$ cat src/rtl/pcs_tx_byte_sequencer.sv
// TX PCS byte sequencer: buffers 1/2/4-byte PIPE words with per-byte K flags and
// serialises them LSB-first, one byte per symbol clock, toward the 8b/10b encoder.
module pcs_tx_byte_sequencer #(
    parameter int DEPTH = 2
) (
    input  logic        Bit_Rate_10,
    input  logic        Rst,
    input  logic [31:0] TXData,
    input  logic [3:0]  TXDataK,
    input  logic        TXDataValid,
    input  logic [1:0]  Width,
    output logic        TXReady,
    output logic [7:0]  data,
    output logic        data_k,
    output logic        enable
);

    localparam int PW = (DEPTH > 1) ? $clog2(DEPTH) : 1;
    localparam int CW = $clog2(DEPTH + 1);

    logic [31:0]   data_mem [DEPTH];
    logic [3:0]    k_mem    [DEPTH];
    logic [1:0]    last_mem [DEPTH];
    logic [PW-1:0] wr_ptr;
    logic [PW-1:0] rd_ptr;
    logic [CW-1:0] count;
    logic [1:0]    byte_cnt;
    logic [1:0]    push_last;
    logic          push;
    logic          pop;
    logic          empty;

    function automatic logic [PW-1:0] next_ptr(input logic [PW-1:0] ptr);
        return (ptr == PW'(DEPTH - 1)) ? '0 : ptr + PW'(1);
    endfunction

    assign empty   = (count == '0);
    assign TXReady = Rst && (count < CW'(DEPTH));
    assign push    = TXDataValid && TXReady;
    assign pop     = !empty && (byte_cnt == last_mem[rd_ptr]);

    // Each entry keeps the index of its final byte rather than the byte count.
    always_comb begin
        push_last = 2'd3;
        case (Width)
            2'b00:   push_last = 2'd0;
            2'b01:   push_last = 2'd1;
            default: push_last = 2'd3;
        endcase
    end

    always_ff @(posedge Bit_Rate_10) begin
        if (push) begin
            data_mem[wr_ptr] <= TXData;
            k_mem[wr_ptr]    <= TXDataK;
            last_mem[wr_ptr] <= push_last;
        end
    end

    always_ff @(posedge Bit_Rate_10 or negedge Rst) begin
        if (!Rst) begin
            wr_ptr <= '0;
            rd_ptr <= '0;
            count  <= '0;
        end else begin
            if (push) wr_ptr <= next_ptr(wr_ptr);
            if (pop)  rd_ptr <= next_ptr(rd_ptr);
            case ({push, pop})
                2'b10:   count <= count + CW'(1);
                2'b01:   count <= count - CW'(1);
                default: count <= count;
            endcase
        end
    end

    // Output stage only sees entries committed on earlier edges, giving one cycle of latency.
    always_ff @(posedge Bit_Rate_10 or negedge Rst) begin
        if (!Rst) begin
            data     <= 8'h00;
            data_k   <= 1'b0;
            enable   <= 1'b0;
            byte_cnt <= 2'd0;
        end else if (!empty) begin
            data     <= data_mem[rd_ptr][{byte_cnt, 3'b000} +: 8];
            data_k   <= k_mem[rd_ptr][byte_cnt];
            enable   <= 1'b1;
            byte_cnt <= pop ? 2'd0 : byte_cnt + 2'd1;
        end else begin
            enable   <= 1'b0;
            byte_cnt <= 2'd0;
        end
    end

endmodule

$ cat config.mk
export PLATFORM = sky130hd
export DESIGN_NAME = pcs_tx_byte_sequencer
export DESIGN_NICKNAME = d
export VERILOG_FILES = /design/src/rtl/pcs_tx_byte_sequencer.sv
export SDC_FILE = /design/constraint.sdc
export NUM_CORES = 1
export LEC_CHECK = 0
export ABC_AREA = 1
export CAP_MARGIN = 0
export CELL_PAD_IN_SITES_DETAIL_PLACEMENT = 0
export CELL_PAD_IN_SITES_GLOBAL_PLACEMENT = 1
export CORE_UTILIZATION = 39
export DETAILED_ROUTE_END_ITERATION = 7
export GPL_TIMING_DRIVEN = 1
export PLACE_DENSITY = 0.86
export SYNTH_ARGS = -nofsm -noshare
export SYNTH_HDL_FRONTEND = slang
export SYNTH_SLANG_ARGS = --single-unit
$ cat constraint.sdc
create_clock -name Bit_Rate_10 -period 2.4 [get_ports Bit_Rate_10]
set_input_delay 0.24 -clock Bit_Rate_10 [delete_from_list [all_inputs] [get_ports Bit_Rate_10]]
set_output_delay 0.24 -clock Bit_Rate_10 [all_outputs]
set_load 0.05 [all_outputs]
* Word-level counts from Yosys, hierarchy flattened *
Memory sizes are Yosys's and may differ from the RTL's.
Cells that the tools add are included.

operators by class
  eq/ne operators = 4
  muxes and demuxes = 11
  add/subtract/negate cells = 5
  magnitude comparators = 2
  reductions and logical operators = 7
  shift operators = 1

operators by type and width
  cell                   number
  $shiftx A32 B6 Y8      1
  $pmux W2 S2            2
  $mux W1                6
  $add A2 B1 Y2 const B  2
  $eq A2 B1 Y1 const B   2
  $logic_not A2 Y1       2
  $mux W2                2
  $logic_and A1 B1 Y1    3
  $lt A2 B3 Y1 const B   1
  $add A1 B1 Y1 const B  2
  $bmux W1 S2            1
  $eq A2 B2 Y1           1
  $eq A2 B2 Y1 const B   1
  $lt A2 B2 Y1 const B   1
  $reduce_bool A2 Y1     1
  $sub A2 B1 Y2 const B  1
  $logic_not A1 Y1       1

storage, ports and cells
  word-level logic and storage cells = 40
  RAM bits = 76
  memories kept = 3
  register bits = 16
  output and inout bits = 11
  input port bits = 41

memories
  memory    words  bits a word  read ports  clocked after memory_dff  write ports  line  RTL
  data_mem  2      32           1           0                         1            21    logic [31:0] data_mem [DEPTH];
  k_mem     2      4            1           0                         1            22    logic [3:0] k_mem [DEPTH];
  last_mem  2      2            1           0                         1            23    logic [1:0] last_mem [DEPTH];

* Logic depth before layout (Yosys ltp) *
  depth in word-level cells = 5
  depth in mapped cells = 12
  depth with buffers taken out = 11

* Least setup slack after synthesis *
Ideal clock, no wire load.

  path type = flip-flop to flip-flop
  from = register count[1]
  to = memory data_mem[0][0], enable pin
  period minus slack after synthesis = 3416 ps
  setup time = 433 ps
  required time = 1967 ps
  path slack = -1016 ps
  data arrival time = 2983 ps
  stages on the path, launching flop included = 4
  buffers on the path = 0
  cells stage by stage = dfrtp_1 -> nor2_1 -> nand2_1 -> nor2_1

on the way
  longest elaborated chain between the ends = 5

ends and longest elaborated chain
  element                        line  RTL
  start, declared                26    logic [CW-1:0] count;
  start signal, assigned         69    2'b10: count <= count + CW'(1);
  start signal, assigned         70    2'b01: count <= count - CW'(1);
  start signal, assigned         71    default: count <= count;
  $lt A2 B2 Y1                   38    assign TXReady = Rst && (count < CW'(DEPTH));
  $logic_and A1 B1 Y1            38
  named net TXReady              12    output logic TXReady,
  $logic_and A1 B1 Y1            39    assign push = TXDataValid && TXReady;
  $mux W1                        53    if (push) begin
  $mux W1 (not written as such)  54    data_mem[wr_ptr] <= TXData;
  end, declared                  21

The timed path passes the listed nets, and every way through them passes these cells.

* Worst setup path after layout *
  from = register data[5]
  to = output port data[5]

RTL lines
  element                 line  RTL
  start, declared         13    output logic [7:0] data,
  start signal, assigned  84    data <= data_mem[rd_ptr][{byte_cnt, 3'b000} +: 8];

No word-level cell between the ends.

==> impl_metrics.toml <==
[outcome]
violations = "DRC"
outcome = "finished, violations left"

[setup_path]
cp_data_required_time_ps = 2160
crit_fanout = 2
startpoint_type = "flop"
cp_slowest_stage_delay_ps = 820
critPathTopFamily = "buffers and inverters"
path_buf_inv = 1
worstPathArrival_ps = 1580
cp_cell_sequence = "clkdlybuf4s50_1"
path_class = "flop to output pin"
cp-end-kind = "output pin"
slowest_stage = "clkdlybuf4s50_1"

[timing]
fin_skew_ps = 12.9
final_max_slew_viol_count = 0
fmax_mhz = 550
relSlewSlack = 0.667
setup_violations = 0
worst_slack_ps = 583
finalHoldViolCount = 0
layout_min_cycle_time_ps = 1820
post-route-period-util = 0.757
worst_slew_pin_slew_ps = 498
tns_ps = 0
rsz0062_at_grt = "false"

[grt]
antenna_found_initial = 0
gr-total-overflow = 0
grt_pass1_vias = 2184
grt_max_degree = 38
grt_pass1_wl_um = 10900
grtUsageTotal = 0.153

[detailed_routing]
via_per_inst = 4.89
drtAntennaViolNets = 0
drc = 4
finalWirelength_um = 6740
routedWlPerCell_um = 14.2
num_vias = 2320
first_pass_iters = 7
drt_iter0_drc = 162

[flow_run]
cap_violations = 0

[finish]
nNetsFinal = 403
final_layout_size_suffix_gt1_frac = 0.0902
postLayoutCoreUtil = 0.511
diodes = 0
syn_to_final_growth_pct = 25.1
final_common_cell = "nand2_1"
final_cell_mix = "109 x nand2_1, 76 x edfxtp_1, 50 x clkdlybuf4s50_1, 49 x nand3_1, 16 x dfrtp_1"
finalNonFillerCells = 474

[clock_network]
post_cts_buffers = 0
insertion_delay_ps = 360
root_buffer = "clkbuf_8"
clkSlewWorstSetupHoldPaths_ps = 80
numCtsBuffers = 9
cts.sinks = 92
h-tree-depth = 3
cts_hold_buf = 0
clock_path_buffers = 2
tritoncts = "yes"
cts_resized = 0

[floorplanning]
ios = 52
die_h_um = 98.0
rows = 34
die_area_um2 = 9610
start_util = 0.408
die-width_um = 98.0
design.core.area_um2 = 8810

[yosys]
synth_top_family_by_area = "simple AND/OR/NAND/NOR gates"
ys.warnings.count = 0
ys_types = 19
synth-seq-cells = 92
synth_compound_area_frac = 0.0167
synth-seq-area-share = 0.746
synth_mux_area_frac = 0
syn_area_per_cell_um2 = 11.9
synth_xor_area_frac = 0.00731
synth_adder_area_share = 0.00348
syn-num-nets = 343
yosys.area_share.simple = 0.196
synthCells = 301
synth_area_um2 = 3600

[power]
p_int_mw = 3.23
seqPwrFrac = 0.417
swShare = 0.374
total_power_mw = 5.16
power_frac_clock = 0.218
p_sw_mw = 1.93
ir_worst_vdd_mv = 0.498
pwr-share-comb = 0.366
powerDensity_nw_per_um2 = 1150
p_leak_nw = 1.71

[place]
gp_congestion = 0.759
port_buffers = 51
dpl_worst_slack_ps = 354
place_inst = 458
dpl.hpwl_um = 4660

[worst_hold_path]
hp-class = "primary input to async pin"
==> path summary, 6_finish.rpt <==
| kind | startpoint | end | slack, ps | depth (start not counted) |
|---|---|---|---|---|
| hold / removal | Rst | data[1] | 250 | 2 |
| hold reg to reg | data[3] | data[3] | 500 | 2 |
| setup reg to reg | rd_ptr | count[1] | 620 | 11 |
| max in group asynchronous | Rst | data[7] | 1960 | 2 |
| setup / recovery | data[5] | data[5] | 580 | 1 |
| min in group Bit_Rate_10 | TXDataK[0] | k_mem[1][0] | 450 | 1 |
==> cells by family after synthesis <==
kind of cell             count (synthesis)
adder cells (fa/ha/maj)                  1
flip-flops                              92
AO/OA/AOI/OAI                           12
AND/OR/NAND/NOR                        169
buffers and inverters                   24
XOR/XNOR                                 3
==> per-stage QoR <==
step	cell area, µm²	hold WS [ps]
finish	4500	254
global route	4500	261
CTS	4500	250
detailed placement	4280	484
global placement	4280	478
floorplan	3610	-55.6
==> routing by layer <==
layer,wire length [µm],part of all wire,global-route usage,vias up
met3,424,0.063,0.0544,12
met1,2970,0.44,0.201,1101
li1,-,-,-,1144
met5,0,0,0,-
met2,3240,0.48,0.241,63
met4,103,0.015,0.0455,0
==> cell type report <==
class                           count  area [µm²]
Fill cell                         755        4310
Sequential cell                    92        2680
Multi-Input combinational cell    185         822
Timing Repair Buffer               60         588
Tap cell                          108         135
Clock buffer                        9         124
Clock inverter                      7        97.6
Inverter                           13        48.8
==> flip-flops by register name (all words and copies together) (netlist names) <==
| register | cells |
|---|---|
| data_mem | 64 |
| data | 8 |
| k_mem | 8 |
| last_mem | 4 |
| byte_cnt | 2 |
| count | 2 |
| data_k | 1 |
| enable | 1 |
| rd_ptr | 1 |
| wr_ptr | 1 |
==> power groups by stage <==
stage                     clock, mW  sequential (mW)  combinational [mW]
after global routing           1.21             2.18                2.10
final                          1.12             2.15                1.89
after detailed placement          0             2.18                1.90
after CTS                      1.15             2.15                1.91
after floorplan                   0             2.45                1.01
after global placement            0             2.18                1.88
==> cells in the mapped netlist <==
| master | count | area (µm²) |
|---|---|---|
| o21ai_0 | 1 | 5.00 |
| clkbuf_1 | 2 | 7.51 |
| edfxtp_1 | 76 | 2280 |
| clkinv_1 | 2 | 7.51 |
| nor2_1 | 7 | 26.3 |
| nor2_2 | 3 | 18.8 |
| nand3_1 | 49 | 245 |
| ha_1 | 1 | 12.5 |
| buf_4 | 3 | 22.5 |
| a21oi_1 | 2 | 10.0 |
| inv_2 | 1 | 3.75 |
| xor2_1 | 2 | 17.5 |
| dfrtp_1 | 16 | 400 |
| o21ai_1 | 9 | 45.0 |
| nand2_1 | 109 | 409 |
| inv_1 | 10 | 37.5 |
| xnor2_1 | 1 | 8.76 |
| or2_2 | 1 | 6.26 |
| buf_2 | 6 | 30.0 |
Power figures use the tool's default switching activity.
